## config.mk

```make
export PLATFORM = sky130hd
export DESIGN_NAME = result_bus_arbiter
export DESIGN_NICKNAME = d
export VERILOG_FILES = /design/src/rtl/one_hot_mux.sv /design/src/rtl/result_bus_arbiter.sv
export SDC_FILE = /design/constraint.sdc
export NUM_CORES = 1
export LEC_CHECK = 0
export ABC_AREA = 1
export BUFFER_PORTS_ARGS = -buffer_cell sky130_fd_sc_hd__buf_2
export CORE_AREA = 4 4 75 77
export DETAILED_ROUTE_END_ITERATION = 6
export DIE_AREA = 0 0 79 81
export PLACE_DENSITY = 0.7
export SLEW_MARGIN = 5
export SYNTH_ARGS = -nofsm -noshare
export SYNTH_HDL_FRONTEND = slang
export SYNTH_SLANG_ARGS = --single-unit
```

## constraint.sdc

```tcl
create_clock -name clk -period 2.3 [get_ports clk]
set_input_delay 0.115 -clock clk [delete_from_list [all_inputs] [get_ports clk]]
set_output_delay 0.115 -clock clk [all_outputs]
set_load 0.02 [all_outputs]
```

## src/rtl/one_hot_mux.sv

```systemverilog
// One-hot select mux: ORs together the words whose select bit is set.
// With a one-hot select this passes exactly one word; an all-zero select yields zero.
module one_hot_mux #(
  parameter int NUM_IN = 4,
  parameter int WIDTH  = 16
) (
  input  logic [NUM_IN-1:0]       sel,
  input  logic [NUM_IN*WIDTH-1:0] data_in,
  output logic [WIDTH-1:0]        data_out
);

  always_comb begin
    data_out = '0;
    for (int i = 0; i < NUM_IN; i++) begin
      data_out = data_out | (data_in[i*WIDTH +: WIDTH] & {WIDTH{sel[i]}});
    end
  end

endmodule

```

## src/rtl/result_bus_arbiter.sv

```systemverilog
// Round-robin arbiter sharing one registered result bus between NUM_REQ requesters,
// with a valid/ready handshake on both sides and full single-cycle throughput.
module result_bus_arbiter #(
  parameter int NUM_REQ    = 4,
  parameter int DATA_WIDTH = 16
) (
  input  logic                          clk,
  input  logic                          rst,
  input  logic [NUM_REQ-1:0]            req_valid,
  input  logic [NUM_REQ*DATA_WIDTH-1:0] req_data,
  output logic [NUM_REQ-1:0]            req_ready,
  output logic                          out_valid,
  output logic [DATA_WIDTH-1:0]         out_data,
  output logic [NUM_REQ-1:0]            out_src,
  input  logic                          out_ready
);

  localparam int PTR_W = $clog2(NUM_REQ);

  typedef enum logic {EMPTY, FULL} state_t;

  state_t                 state;
  logic [PTR_W-1:0]       ptr;
  logic [2*NUM_REQ-1:0]   valid_dbl;
  logic [2*NUM_REQ-1:0]   grant_dbl;
  logic [NUM_REQ-1:0]     rot_valid;
  logic [NUM_REQ-1:0]     rot_grant;
  logic [NUM_REQ-1:0]     grant;
  logic [PTR_W:0]         rot_idx;
  logic [PTR_W:0]         idx_sum;
  logic [PTR_W-1:0]       grant_idx;
  logic [PTR_W-1:0]       next_ptr;
  logic [DATA_WIDTH-1:0]  mux_data;
  logic                   load;

  assign out_valid = (state == FULL);

  // Rotate so ptr sits at bit 0, isolate the lowest pending bit, rotate back.
  always_comb begin
    valid_dbl = {req_valid, req_valid} >> ptr;
    rot_valid = valid_dbl[NUM_REQ-1:0];
    rot_grant = rot_valid & (~rot_valid + NUM_REQ'(1));
    grant_dbl = {rot_grant, rot_grant} << ptr;
    grant     = grant_dbl[2*NUM_REQ-1:NUM_REQ];

    rot_idx = '0;
    for (int i = NUM_REQ - 1; i >= 0; i--) begin
      if (rot_valid[i]) rot_idx = (PTR_W+1)'(i);
    end
    idx_sum = {1'b0, ptr} + rot_idx;
    if (idx_sum >= (PTR_W+1)'(NUM_REQ)) grant_idx = PTR_W'(idx_sum - (PTR_W+1)'(NUM_REQ));
    else                                grant_idx = PTR_W'(idx_sum);
    if (grant_idx == PTR_W'(NUM_REQ - 1)) next_ptr = '0;
    else                                  next_ptr = grant_idx + PTR_W'(1);
  end

  assign load      = (|req_valid) && (!out_valid || out_ready);
  assign req_ready = (load && !rst) ? grant : '0;

  one_hot_mux #(
    .NUM_IN (NUM_REQ),
    .WIDTH  (DATA_WIDTH)
  ) u_mux (
    .sel      (grant),
    .data_in  (req_data),
    .data_out (mux_data)
  );

  // A load replaces the held word even while draining it, so no bubble appears.
  always_ff @(posedge clk or posedge rst) begin
    if (rst) begin
      state    <= EMPTY;
      out_data <= '0;
      out_src  <= '0;
      ptr      <= '0;
    end else if (load) begin
      state    <= FULL;
      out_data <= mux_data;
      out_src  <= grant;
      ptr      <= next_ptr;
    end else if (out_ready && state == FULL) begin
      state    <= EMPTY;
    end
  end

endmodule

```

; Word level (Yosys, flattened, before mapping)
; Cells that the tools add are included.
[op_classes]
shifts = 2
n_lt_le_gt_ge = 1
bitwise = 9
n_mux = 9
n_reduce_logical = 8
eq_ne = 1
add_sub_neg = 4
[ops]
columns = cell, n
row1 = $and 16x16->16, 4
row2 = $or 16x16->16, 3
row3 = $mux 2, 5
row4 = $shl 8x2->8, 1
row5 = $shr 8x2->4, 1
row6 = $add 4x1->4 const B, 1
row7 = $and 4x4->4, 1
row8 = $mux 4, 1
row9 = $not 4->4, 1
row10 = $reduce_or 4->1, 1
row11 = $add 2x3->3, 1
row12 = $ge 3x3->1 const B, 1
row13 = $logic_and 1x1->1, 3
row14 = $mux 3, 1
row15 = $add 2x1->2 const B, 1
row16 = $eq 2x2->1 const B, 1
row17 = $logic_not 1->1, 2
row18 = $mux 1, 2
row19 = $reduce_bool 2->1, 1
row20 = $sub 2x1->2 const B, 1
row21 = $logic_or 1x1->1, 1
[word_totals]
inputBits = 71
regBits = 23
out_inout_bits = 25
elab_cells = 38

; Logic depth before layout (Yosys ltp)
[logic_depth]
word_depth = 10
ltp_mapped = 13
depth_no_buf = 13

; Cells and area by module
; Synthesis repeated with hierarchy kept, for this count alone.
[unflattened]
cells_unflattened = 324
hier_area_um2 = 1949.4
[by_module_without_submodules]
columns = mod, n_inst, seq_area_each_um2, cells_each, area_each_um2
row1 = result_bus_arbiter, 1, 575.6, 172, 1297.5
row2 = one_hot_mux, 1, 0.0, 152, 651.9

; Worst setup path after synthesis
; No wires, ideal clock.
[synth_timing]
kind = register -> register
start = reg ptr[0]
end = reg ptr[1]
required_time_ns = 2.221
arrival_time_ns = 1.884
n_path_buf = 0
period_less_slack_ns = 1.964
setup_slack_ns = 0.336
setup_time_ns = 0.079
path_stages_with_launch = 14
cell_sequence = dfrtp_1 > inv_2 > nand2_1 > nand2_1 > nand2_2 > nand2_4 > nor2_8 > nor2_1 > nor2_1 > ha_1 > xnor2_1 > o21ai_0 > a21oi_1 > xor2_1
[synth_between]
elab_chain_len = 10
elab_cells_between_ends = 12
classes_between = add/sub: 3 / order compare: 1 / eq/ne: 1 / shift: 1 / mux: 6
[synth_rtl]
columns = element, line_no
row1 = "start, declared", result_bus_arbiter.sv:23  ; logic [PTR_W-1:0] ptr;
row2 = "start signal, assigned", result_bus_arbiter.sv:80  ; ptr <= next_ptr;
row3 = $shr 8x2->4, result_bus_arbiter.sv:40  ; valid_dbl = {req_valid, req_valid} >> ptr;
row4 = $mux 2 (3 in a row), result_bus_arbiter.sv:48  ; if (rot_valid[i]) rot_idx = (PTR_W+1)'(i);
row5 = $mux 3, result_bus_arbiter.sv:48
row6 = $add 2x3->3 (*), result_bus_arbiter.sv:50  ; idx_sum = {1'b0, ptr} + rot_idx;
row7 = $ge 3x3->1 / $sub 2x1->2 (equally long branches), result_bus_arbiter.sv:51  ; if (idx_sum >= (PTR_W+1)'(NUM_REQ)) grant_idx = PTR_W'(idx_sum - (PTR_W+1)'(NUM_REQ));
row8 = $mux 2 (*), result_bus_arbiter.sv:51
row9 = $add 2x1->2 / $eq 2x2->1 (equally long branches), "result_bus_arbiter.sv:54, result_bus_arbiter.sv:53"
row10 = $mux 2 (*), result_bus_arbiter.sv:53  ; if (grant_idx == PTR_W'(NUM_REQ - 1)) next_ptr = '0;
; Every way passes the cells marked *; elsewhere a longest branch is shown, timed or not.
; A chain may end at the register's enable or synchronous reset.

; Final worst setup path
[layout_timing]
start = reg ptr[0]
end = out req_ready[1]
[layout_between]
elab_chain_len = 6
[layout_rtl]
columns = element, line_no
row1 = $shr 8x2->4, result_bus_arbiter.sv:40
row2 = $not 4->4, result_bus_arbiter.sv:42  ; rot_grant = rot_valid & (~rot_valid + NUM_REQ'(1));
row3 = $add 4x1->4, result_bus_arbiter.sv:42
row4 = $and 4x4->4, result_bus_arbiter.sv:42
row5 = $shl 8x2->8 (*), result_bus_arbiter.sv:43  ; grant_dbl = {rot_grant, rot_grant} << ptr;
row6 = $mux 4 (*), result_bus_arbiter.sv:58  ; assign req_ready = (load && !rst) ? grant : '0;
row7 = "end, declared", result_bus_arbiter.sv:11  ; output logic [NUM_REQ-1:0] req_ready,
; Marks and branches as above.

==> run summary <==
Cells after Synth: 263
Layout cells sized above 1: 39.8%
DRT Pass-1 Iters: 4
ANT nets after route: 0
Reg area: 578 µm²
Die width: 79 µm
Max frequency: 0.464 GHz
H-Tree Depth: 1
DR vias/cell: 5.01
Area of the multi-input gates: 1230 µm²
Area share of the largest cell type after synthesis: 29.7%
Gr usage total: 18.2%
Synth Register Bits: 23
CP max-delay cell: dfrtp_2
Avg Cell Area, Syn: 7.36 µm²
Fin Hold WS: 0.113 ns
MaxCap Viol Count: 0
CTS sink cnt: 23
Largest area contributor in the netlist: dfrtp_1
Power per cell area: 1560 nW/µm²
CP required: 2.18 ns
Top Ports: 96
Nets: 427
TritonCTS clock tree: yes
Max VDD drop: 0.643 mV
Post-layout util: 50.0%
Post-DP HPWL: 4490 µm
Crit path cell chain: inv_6 -> nand2_1 -> nand2_1 -> nand2_2 -> nand2_4 -> nand4_2 -> nand3_4 -> nand2_1 -> nor2_1 -> buf_2
Sequential area share after synthesis: 29.7%
1st-iter DRT viols: 104
Worst path most repeated cell: nand2_1
Die H: 81 µm
Placement Rows: 26
Syn-to-layout area delta: 29.3%
Area contributors post-synth: dfrtp_1 30%, nand3_1 21%, nor2_1 10%
Critical Path AT: 2.04 ns
Min Tclk post-route: 2.15 ns
R2r setup slk: 0.21 ns
Die outline area: 6400 µm²
Port bufs: 95
Max-slew violations: 0
Ant diodes: 0
RSZ-0062 raised after global routing: no
Comb pwr share: 74.7%
Hold Crit Class: in -> reg
CP max stage delay: 0.48 ns
Gp weighted congestion: 0.830
Sequential Power Share: 18.8%
Clock share of power: 6.5%
Critical path startpoint category: flop
Setup violations, final: 0
Post-Synthesis Cell Area: 1940 µm²
Switch Pwr: 2.23 mW
Hold Fails Final Rpt: 0
Tcrit/Tclk final: 93.7%
Sw Share: 57.0%
Status: completed
Num CTS Buffers: 3
Initial antenna violation count: 0
Worst-path maximum fanout: 17
WL final: 6030 µm
Core box area: 5010 µm²
DR WL/cell: 14.2 µm
Pint: 1.68 mW
Initial Util: 38.7%
Rel. slew slack: 67.2%
Mapped Nets: 335
Critical Path Sink Type: output port
Worst skew pair latency: 0.26 ns
YS warnings: 0
Worst Tran Pin Value: 0.487 ns
Gr ovfl total: 0
Crit path kind: reg -> out
P_leak: 1.28 nW
First-pass GRT wire length: 9390 µm
Worst clock skew: 0.00498 ns
Pin count of the biggest net entering global routing: 36
Clock transition at the registers of the reported paths: 0.08 ns
Vias: 2123
Crit path max-delay family: simple AND/OR/NAND/NOR gates
CP bufs+invs: 2
CTS root buf: clkbuf_8
Bufs on Longest Clock Path: 2
DRC viols: 0
Unique cell type count in the Yosys netlist: 25
Vias in the first global route: 1906
Fillers: 540
==> placed cells by master (no fill, tap or decap), types with 4 or more instances in the layout <==
| cell | count |
|---|---|
| nand2_1 | 40 |
| nand2_4 | 8 |
| buf_4 | 4 |
| dfrtp_1 | 21 |
| buf_2 | 95 |
| nand3_2 | 7 |
| inv_1 | 4 |
| o21ai_1 | 4 |
| nand3_1 | 82 |
| nand3_4 | 9 |
| nor2_1 | 54 |
==> state kept, by name (all words and copies together), names as in the netlist <==
signal / cells
out_valid: 1
ptr: 2
out_src: 4
out_data: 16
==> Yosys cell counts <==
cell,number
a21oi_1,2
buf_4,2
buf_6,8
clkbuf_1,3
clkinv_1,1
dfrtp_1,23
ha_1,1
inv_1,4
inv_2,3
inv_4,1
inv_6,1
nand2_1,40
nand2_2,2
nand2_4,8
nand3_1,82
nand3_2,9
nand3_4,7
nand4_2,2
nor2_1,54
nor2_8,1
nor4_1,1
o21ai_0,2
o21ai_1,4
xnor2_1,1
xor2_1,1
==> timing repair <==
action / 4_1_cts / 5_1_grt
resized for setup: 0 / 7
hold endpoints to repair: 23 / 0
hold buffers: 1 / 0
buffers inserted: 0 / 0
setup endpoints to repair: 2 / 5
==> path summary, 6_finish.rpt <==
| kind | start | endpoint | depth (start not counted) |
|---|---|---|---|
| max in group asynchronous | rst | ptr[0] | 4 |
| max | ptr[0] | req_ready[1] | 10 |
| min reg2reg | out_src[0] | out_src[0] | 2 |
| max reg2reg | ptr[0] | ptr[1] | 13 |
| min in group asynchronous | rst | out_data[12] | 4 |
| min | out_ready | out_valid | 4 |
==> power groups by stage <==
stage          clock network (mW)  registers (mW)  logic [mW]
3_3_place_gp                    0           0.724        2.83
4_1_cts                     0.266           0.723        2.87
2_1_floorplan                   0           0.902        2.18
3_5_place_dp                    0           0.732        2.86
5_1_grt                     0.280           0.753        3.23
6_report                    0.256           0.734        2.92
==> worst min-delay path, cell delays in order <==
cell and delay (ns):
buf_2 0.07, inv_1 0.05, nand2_1 0.06, nand2_1 0.04
==> routing by layer <==
metal	vias up	part of all wire (%)	track usage, %
met5	-	0	0
met4	0	0.85	3.09
met3	4	7.4	2.00
met2	81	49	32.6
met1	962	42	24.1
li1	1076	-	-
==> through the flow <==
stage / TNS [ns] / instances / worst slack [ns] / power, mW / cell area, µm²
floorplan: 0 / 263 / 0.336 / 3.08 / 1940
global placement: 0 / 419 / 0.177 / 3.55 / 2420
detailed placement: 0 / 419 / 0.0764 / 3.60 / 2420
CTS: -0.0326 / 424 / -0.0175 / 3.86 / 2470
global route: 0 / 424 / 0.00293 / 4.27 / 2500
finish: 0 / 424 / 0.145 / 3.91 / 2500
==> layout make-up <==
class                   count  share of cell area, %
multi-input cells         217                   49.0
well taps                  70                   3.50
flip-flops and latches     23                   23.1
clock buffers               3                   1.65
clock inverters             1                  0.200
repair buffers            100                   20.6
inverters                  10                   2.00
==> kinds of logic (layout without fill, tap and decap cells) <==
kind of cell	after synthesis	count (layout)	share of synthesized area (%)
and+or+nand+nor	206	206	58.3
DFF	23	23	29.7
buffers and inverters	23	114	8.33
AOI/OAI and AO/OA	8	8	2.07
xor gates and xnor gates	2	2	0.905
adders and majority gates	1	1	0.646
No activity file was read; power rests on OpenSTA's default activity.
